--- config.mk ---
export PLATFORM = sky130hd
export DESIGN_NAME = column_render_sched
export DESIGN_NICKNAME = d
export VERILOG_FILES = /design/src/rtl/column_render_sched.sv
export SDC_FILE = /design/constraint.sdc
export NUM_CORES = 1
export LEC_CHECK = 0
export BUFFER_PORTS_ARGS = -buffer_cell sky130_fd_sc_hd__buf_4
export CAP_MARGIN = 10
export CORE_ASPECT_RATIO = 0.75
export CORE_MARGIN = 2
export CORE_UTILIZATION = 50
export DETAILED_ROUTE_END_ITERATION = 10
export GPL_TIMING_DRIVEN = 0
export MAX_ROUTING_LAYER = met4
export PLACE_DENSITY = 0.74
export SLEW_MARGIN = 10
export SYNTH_ARGS = -nofsm -noshare
export SYNTH_HDL_FRONTEND = slang
export SYNTH_SLANG_ARGS = --single-unit
--- constraint.sdc ---
create_clock -name CLK -period 5.51 [get_ports CLK]
set_input_delay 0.2755 -clock CLK [delete_from_list [all_inputs] [get_ports CLK]]
set_output_delay 0.2755 -clock CLK [all_outputs]
set_load 0.005 [all_outputs]
--- src/rtl/column_render_sched.sv ---
// Frame scheduler: casts one ray per column and expands each wall span into V_RES frame-buffer writes.
// Latency: best case 3 cycles per column plus cast time plus V_RES fill cycles.
// Backpressure: i_fb_ready low stalls FILL with o_fb_x/y/data held; the cast handshake is bounded by RAY_TIMEOUT.
//
// Ports:
//   CLK, RST_BTN         clock and asynchronous active-low reset
//   i_en, i_frame_stb    render enable (sampled only at frame start) and vsync strobe
//   i_pos_x/y, i_angle   player pose, latched once per frame onto o_ray_x/y/ang
//   o_ray_start/col      one-cycle cast request and column being cast
//   i_ray_done, i_wall_* cast result: inclusive wall rows and wall colour
//   o_fb_we/x/y/data     pixel write, accepted when i_fb_ready is high
//   o_fb_sel             buffer being drawn; scan-out reads the other one
//   o_busy, o_frame_done, o_timeout_err, o_overrun_cnt  status
module column_render_sched #(
  parameter int          H_RES       = 640,
  parameter int          V_RES       = 480,
  parameter logic [5:0]  CEIL_COLOR  = 6'b000001,
  parameter logic [5:0]  FLOOR_COLOR = 6'b010100,
  parameter int          RAY_TIMEOUT = 4096
) (
  input  logic       CLK,
  input  logic       RST_BTN,
  input  logic       i_en,
  input  logic       i_frame_stb,
  input  logic [5:0] i_pos_x,
  input  logic [5:0] i_pos_y,
  input  logic [5:0] i_angle,
  output logic       o_ray_start,
  output logic [9:0] o_ray_col,
  output logic [5:0] o_ray_x,
  output logic [5:0] o_ray_y,
  output logic [5:0] o_ray_ang,
  input  logic       i_ray_done,
  input  logic [8:0] i_wall_top,
  input  logic [8:0] i_wall_bot,
  input  logic [5:0] i_wall_color,
  output logic       o_fb_we,
  input  logic       i_fb_ready,
  output logic [9:0] o_fb_x,
  output logic [8:0] o_fb_y,
  output logic [5:0] o_fb_data,
  output logic       o_fb_sel,
  output logic       o_busy,
  output logic       o_frame_done,
  output logic       o_timeout_err,
  output logic [7:0] o_overrun_cnt
);

  localparam logic [9:0] LAST_COL = 10'(H_RES - 1);
  localparam logic [8:0] LAST_ROW = 9'(V_RES - 1);
  localparam logic [8:0] HORIZON  = 9'(V_RES / 2);
  localparam int         TW       = $clog2(RAY_TIMEOUT) + 1;
  localparam logic [TW-1:0] WAIT_LAST = TW'(RAY_TIMEOUT - 1);

  typedef enum logic [2:0] {
    S_IDLE,
    S_LATCH,
    S_CAST,
    S_WAIT,
    S_FILL,
    S_NEXT,
    S_DONE
  } state_t;

  state_t        state;
  logic [9:0]    col;
  logic [8:0]    top_q;
  logic [8:0]    bot_q;
  logic [5:0]    wcol_q;
  logic [TW-1:0] wait_cnt;

  // The cast column is the column counter itself, so it cannot move between
  // start and done.
  assign o_ray_col = col;

  // Colour of row y for a span [top, bot]. bot past the screen is clamped.
  // When top > bot the span is empty; rows that are simultaneously above top
  // and below bot are split at the horizon so an empty column still shows a
  // ceiling over a floor (an abandoned cast, top=511/bot=0, gives a half/half
  // column).
  function automatic logic [5:0] pix_color(input logic [8:0] y,
                                           input logic [8:0] top,
                                           input logic [8:0] bot,
                                           input logic [5:0] wc);
    logic [8:0] b;
    logic [5:0] c;
    b = (bot > LAST_ROW) ? LAST_ROW : bot;
    if (top <= b) begin
      if (y < top)       c = CEIL_COLOR;
      else if (y <= b)   c = wc;
      else               c = FLOOR_COLOR;
    end else begin
      if ((y < top) && ((y <= b) || (y < HORIZON))) c = CEIL_COLOR;
      else                                          c = FLOOR_COLOR;
    end
    return c;
  endfunction

  always_ff @(posedge CLK or negedge RST_BTN) begin
    if (!RST_BTN) begin
      state         <= S_IDLE;
      col           <= '0;
      top_q         <= '0;
      bot_q         <= '0;
      wcol_q        <= '0;
      wait_cnt      <= '0;
      o_ray_start   <= 1'b0;
      o_ray_x       <= '0;
      o_ray_y       <= '0;
      o_ray_ang     <= '0;
      o_fb_we       <= 1'b0;
      o_fb_x        <= '0;
      o_fb_y        <= '0;
      o_fb_data     <= '0;
      o_fb_sel      <= 1'b0;
      o_busy        <= 1'b0;
      o_frame_done  <= 1'b0;
      o_timeout_err <= 1'b0;
      o_overrun_cnt <= '0;
    end else begin
      // Single-cycle pulses default low.
      o_ray_start  <= 1'b0;
      o_frame_done <= 1'b0;

      // A strobe while a frame is in flight cannot start a new one; count it.
      if (i_frame_stb && (state != S_IDLE) && (state != S_DONE) &&
          (o_overrun_cnt != 8'hFF)) begin
        o_overrun_cnt <= o_overrun_cnt + 8'd1;
      end

      case (state)
        S_IDLE: begin
          if (i_frame_stb && i_en) begin
            state  <= S_LATCH;
            o_busy <= 1'b1;
          end
        end

        S_LATCH: begin
          o_ray_x     <= i_pos_x;
          o_ray_y     <= i_pos_y;
          o_ray_ang   <= i_angle;
          col         <= '0;
          o_ray_start <= 1'b1;
          state       <= S_CAST;
        end

        // o_ray_start is high for exactly this cycle; a done pulse seen here
        // belongs to no request and is dropped.
        S_CAST: begin
          wait_cnt <= '0;
          state    <= S_WAIT;
        end

        S_WAIT: begin
          if (i_ray_done) begin
            top_q     <= i_wall_top;
            bot_q     <= i_wall_bot;
            wcol_q    <= i_wall_color;
            o_fb_x    <= col;
            o_fb_y    <= '0;
            o_fb_data <= pix_color(9'd0, i_wall_top, i_wall_bot, i_wall_color);
            o_fb_we   <= 1'b1;
            state     <= S_FILL;
          end else if (wait_cnt == WAIT_LAST) begin
            // Abandon the cast and draw an empty column.
            o_timeout_err <= 1'b1;
            top_q         <= 9'h1FF;
            bot_q         <= 9'h000;
            wcol_q        <= '0;
            o_fb_x        <= col;
            o_fb_y        <= '0;
            o_fb_data     <= pix_color(9'd0, 9'h1FF, 9'h000, 6'd0);
            o_fb_we       <= 1'b1;
            state         <= S_FILL;
          end else begin
            wait_cnt <= wait_cnt + 1'b1;
          end
        end

        // Address and data only move on an accepted write.
        S_FILL: begin
          if (i_fb_ready) begin
            if (o_fb_y == LAST_ROW) begin
              o_fb_we <= 1'b0;
              state   <= S_NEXT;
              if (col == LAST_COL) o_frame_done <= 1'b1;
            end else begin
              o_fb_y    <= o_fb_y + 9'd1;
              o_fb_data <= pix_color(o_fb_y + 9'd1, top_q, bot_q, wcol_q);
            end
          end
        end

        S_NEXT: begin
          if (col == LAST_COL) begin
            col    <= '0;
            o_busy <= 1'b0;
            state  <= S_DONE;
          end else begin
            col         <= col + 10'd1;
            o_ray_start <= 1'b1;
            state       <= S_CAST;
          end
        end

        // The finished frame becomes visible only at a vsync strobe.
        S_DONE: begin
          if (i_frame_stb) begin
            o_fb_sel <= ~o_fb_sel;
            if (i_en) begin
              state  <= S_LATCH;
              o_busy <= 1'b1;
            end else begin
              state <= S_IDLE;
            end
          end
        end

        default: begin
          state  <= S_IDLE;
          o_busy <= 1'b0;
        end
      endcase
    end
  end

endmodule
Yosys cells after proc, flatten, opt, wreduce, memory -nomap -nowiden. Cells that the tools add are included.

Add/subtract/negate cells: 4. Magnitude comparators: 9. Equality and inequality tests: 21. Muxes and demuxes: 57. Bitwise gates (word level): 3. Reductions and logical operators: 21.

Operator list (count): $mux W9 (9); $mux W6 (12); $mux W10 (3); $le A9 B9 Y1 (3); $mux W13 (2); $pmux W13 S2 (1); $mux W3 (7); $pmux W3 S7 (1); $pmux W10 S2 (1); $gt A9 B9 Y1 const B (2); $ne A2 B2 Y1 const B (9); $pmux W9 S2 (1); $mux W1 (14); $add A13 B1 Y13 const B (1); $eq A13 B12 Y1 const B (1); $pmux W6 S2 (1); $add A10 B1 Y10 const B (1); $eq A10 B10 Y1 const B (1); $mux W5 (2); $reduce_and A5 Y1 (2); $add A9 B1 Y9 const B (1); $eq A3 B3 Y1 const B (3); $eq A9 B9 Y1 const B (1); $le A1 B9 Y1 const A (1); 20 further kinds (35).

Bits in registers: 107. Input port bits: 48. Output and inout bits: 67. Logic and storage cells: 134.

Depth between registers and ports, before layout.
Depth after elaboration: 10. Gate-level depth with buffers: 12. Gate-level depth less buffers: 12.

Worst setup path after synthesis. OpenSTA, ideal clock, no wires.

Kind: register to register. From: register o_fb_y[0]. To: register o_fb_data[0]. Library setup time: 0.126 ns. Arrival time: 2.655 ns. Data required time: 5.384 ns. Setup slack: 2.729 ns. Cell stages (with the launch flop): 12. Buffers on the path: 0. Clock period less this slack: 2.781 ns. Cell sequence: dfrtp_1 ha_1 nand3_1 nor3_1 xor2_1 ha_1 nand2_1 o31a_1 a211o_1 o21bai_2 o21ai_1 a221o_1.

Word-level cells in the longest chain between the ends: 9. Elaborated cells on any way between the ends: 16. Those cells by class: 1 x add/sub; 3 x order compare; 2 x eq/ne; 7 x mux; 3 x reduce/logical.

RTL lines: start: declaration (line 40) `output logic [8:0] o_fb_y,`; start signal: assignment (line 189) `o_fb_y <= o_fb_y + 9'd1;`; $add A9 B1 Y9 (line 190) `o_fb_data <= pix_color(o_fb_y + 9'd1, top_q, bot_q, wcol_q);`; $le A9 B9 Y1 / $lt A9 B8 Y1 (equally long branches) (line 90, 93); $logic_or A1 B1 Y1 (line 93) `if ((y < top) && ((y <= b) || (y < HORIZON))) c = CEIL_COLOR;`; $logic_and A1 B1 Y1 (line 93); $mux W5 (line 93); $mux W6 (line 88) `if (top <= b) begin`; $mux W6 (line 184) `if (o_fb_y == LAST_ROW) begin`; $mux W6 (line 183) `if (i_fb_ready) begin`; $pmux W6 S2 (line 131) `case (state)`; end signal: assignment (line 162) `o_fb_data <= pix_color(9'd0, i_wall_top, i_wall_bot, i_wall_color);`; end signal: assignment (line 173) `o_fb_data <= pix_color(9'd0, 9'h1FF, 9'h000, 6'd0);`; end signal: assignment (line 190); end: declaration (line 41) `output logic [5:0] o_fb_data,`.

Several ways; a longest one is shown, not always the timed one. The select of a mux whose other input is x is not followed. A chain may end at the register's enable or synchronous reset.

Final worst setup path. Ends and elaborated chain as after synthesis.

==> run_results.csv <==
group,metric,value,unit
clock_network,cts.sinks,107,
synthesis,syn_nets,666,
floorplanning,num_rows,33,
place,dp_slack,2.26,ns
synthesis,ys_seq_area_share,47.3,%
synthesis,synthSimpleGateAreaFrac,18.7,%
synthesis,synth-warning-count,0,
grt,grt_usage,24.6,%
drt,drc_errors,0,
critical_path,start_kind,"flop",
drt,drt_iter0_drc,373,
drt,routedWlPerCell,16.9,um
grt,grt_pass1_vias,4596,
clock_network,cts_tree,"done",
synthesis,syn_area_per_cell,9.78,um^2
clock_network,cts.repair.resized,0,
clock_network,cts_buffers,9,
drt,firstDrtPassIters,4,
timing,fin_skew,0.00828,ns
synthesis,synthCells,579,
place,place_hpwl,10.9,mm
cells_and_area,mostFrequentLayoutCells,"buf_4 (111), dfrtp_1 (107), nand2_1 (71)",
synthesis,synth_flop_cell,"dfrtp_1",
power,power_switching,1.06,mW
timing,setup-violations-final,0,
cells_and_area,fillers,933,
critical_path,crit_type,"flop to flop",
synthesis,synth_fa_ha_area_share,8.62,%
power,leakagePower,3.32,nW
timing,rsz0062_at_grt,"no",
clock_network,root_buffer,"clkbuf_16",
clock_network,h-tree-depth,3,
power,combPwrFrac,39.4,%
timing,finalCritPeriodShare,60.8,%
synthesis,synth_area_leaders,"dfrtp_1 (47%), ha_1 (8.6%), nand2_1 (4.7%)",
timing,tns,0,ns
cells_and_area,mostFrequentLayoutCell,"buf_4",
synthesis,synth_compound_area_share,14.9,%
synthesis,netlist.area_leader.share,47.3,%
synthesis,synthMuxAreaShare,3.78,%
status,status,"complete, no violations",
floorplanning,die-area,12200,um^2
timing,fmax,299,MHz
critical_path,cp.arrival,3.58,ns
synthesis,syn_area,5660,um^2
drt,finalWirelength,14.3,mm
synthesis,async_flop_share,100,%
power,ir_worst_vdd,0.209,mV
critical_path,worstPathMaxFanout,9,
power,p_per_area,423,nW/um^2
floorplanning,die_x,127,um
place,gp_congestion,0.864,
critical_path,ff2ff_setup_slack,2.16,ns
cells_and_area,antenna_cells,0,
synthesis,synth_top_family_by_area,"simple AND/OR/NAND/NOR gates",
clock_network,cts-hold-fix-buffers,0,
synthesis,ys_ff_latch,107,
critical_path,r2r-end,"o_fb_data[0]",
power,internal_power,1.90,mW
timing,hold_viol_final,0,
timing,final_max_slew_viol_count,0,
power,p_sw_share,35.7,%
place,portBuffers,112,
floorplanning,start_util,51.5,%
worst_hold_path,hp-class,"primary input to asynchronous set/reset pin",
job,maxCapViolCount,0,
grt,grt_first_pass_wirelength,22.9,mm
synthesis,synth_xor_area_share,3.87,%
floorplanning,core_area,11000,um^2
critical_path,rr_startpoint,"o_fb_y[0]",
grt,grt_max_degree,108,
grt,grt_remaining_overflow,0,
grt,antenna_found_initial,0,
cells_and_area,nets,789,
synthesis,yosysTopAreaCell,"dfrtp_1",
synthesis,ys_types,60,
power,p_seq_share,39.4,%
timing,fin_ws,2.16,ns
critical_path,worst_r2r_path_depth,11,
synthesis,synth_edf_count,0,
power,power.share.clock,21.2,%
drt,avgViaCountPerCell,5.73,
timing,min_period,3.35,ns
cells_and_area,synthToLayoutAreaGrowth,23.2,%
clock_network,clkLatencyLatePin,0.35,ns
clock_network,clkSlewWorstSetupHoldPaths,0.07,ns
timing,maxSlewHeadroom,36.5,%
critical_path,cp.required,5.74,ns
floorplanning,io_pins,115,
cells_and_area,layout-drive-gt1-share,22.6,%
critical_path,worst_setup_path_end_kind,"flop",
drt,ant_nets,0,
timing,tightestPinTransition,0.953,ns
drt,dr_total_vias,4853,
clock_network,post_cts_buffers,0,
floorplanning,die_y,96.1,um
clock_network,cts_max_path_buffers,2,
==> kinds of logic (layout without fill, tap and decap cells) <==
group,Yosys count,in the layout
compound gates,127,127
xor+xnor,25,25
fa+ha+maj,39,39
mux,19,19
flops,107,107
simple gates,220,220
buf+inv,42,170
==> worst max-delay path: stages, from the launching register on <==
cell and delay (ns):
dfrtp_1 0.55, ha_1 0.37, nand3_1 0.14, nor3_1 0.21, xor2_1 0.44, ha_1 0.24
nand2_1 0.08, o31a_1 0.31, a211o_1 0.31, a21boi_0 0.19, o21ai_1 0.08, a221o_1 0.30
==> synth_stat cells (12+ instances only) <==
cell and number:
dfrtp_1 107, nand2_1 71, nor2_1 52, ha_1 39, o21ai_0 35, nand3_1 27, a21oi_1 26, inv_1 26
a22o_1 17, mux2_2 14, xor2_1 14, nand4_1 13, nor3_1 12
==> power groups by stage <==
stage | clock network (mW) | registers (mW) | logic [mW]
detailed placement | 0 | 1.17 | 1.16
finish | 0.625 | 1.16 | 1.16
global route | 0.668 | 1.19 | 1.29
global placement | 0 | 1.16 | 1.10
floorplan | 0 | 1.15 | 0.710
CTS | 0.639 | 1.16 | 1.16
==> final cells by class <==
cell class | count | area (um^2) | area share, %
flip-flops and latches | 107 | 2680 | 38.4
repair buffers | 112 | 845 | 12.1
multi-input cells | 430 | 2820 | 40.5
inverters | 26 | 97.6 | 1.40
well taps | 140 | 175 | 2.51
plain buffers | 16 | 65.1 | 0.933
clock inverters | 3 | 21.3 | 0.305
clock buffers | 13 | 270 | 3.88
==> worst max-delay path by stage <==
stage                        end  slack [ns]  startpoint
global placement    o_fb_data[0]        2.36   o_fb_y[0]
finish              o_fb_data[0]        2.16   o_fb_y[0]
global route        o_fb_data[5]        1.90   o_fb_y[0]
floorplan           o_fb_data[0]        2.73   o_fb_y[0]
detailed placement  o_fb_data[0]        2.26   o_fb_y[0]
CTS                 o_fb_data[0]        2.24   o_fb_y[0]
==> registers in the layout, indices dropped and copies added, names as in the netlist <==
name	cells
o_fb_sel	1
o_frame_done	1
o_timeout_err	1
o_ray_ang	6
top_q	9
o_busy	1
o_fb_data	6
bot_q	9
wcol_q	6
state	3
o_ray_y	6
o_fb_y	9
o_ray_start	1
o_fb_x	10
o_overrun_cnt	8
o_ray_col	10
wait_cnt	13
o_fb_we	1
o_ray_x	6
==> per-stage QoR <==
step | util [%] | area [um^2] | power [mW] | hold WS, ns | cells
4_1_cts | 63.5 | 6970 | 2.96 | 0.0956 | 847
5_1_grt | 63.5 | 6970 | 3.15 | 0.102 | 847
6_report | 63.5 | 6970 | 2.95 | 0.0226 | 847
3_3_place_gp | 60.8 | 6680 | 2.26 | 0.462 | 831
2_1_floorplan | - | 5660 | 1.86 | -0.0201 | 579
3_5_place_dp | 60.8 | 6680 | 2.33 | 0.470 | 831
==> metal layers <==
metal | vias up | GRT usage (%) | share of wire (%)
met1 | 2388 | 34.9 | 49
met2 | 138 | 36.6 | 45
met4 | 0 | 5.04 | 0.82
li1 | 2317 | - | -
met5 | - | - | 0
met3 | 10 | 5.67 | 5.7
(Power assumes the default switching activity.)
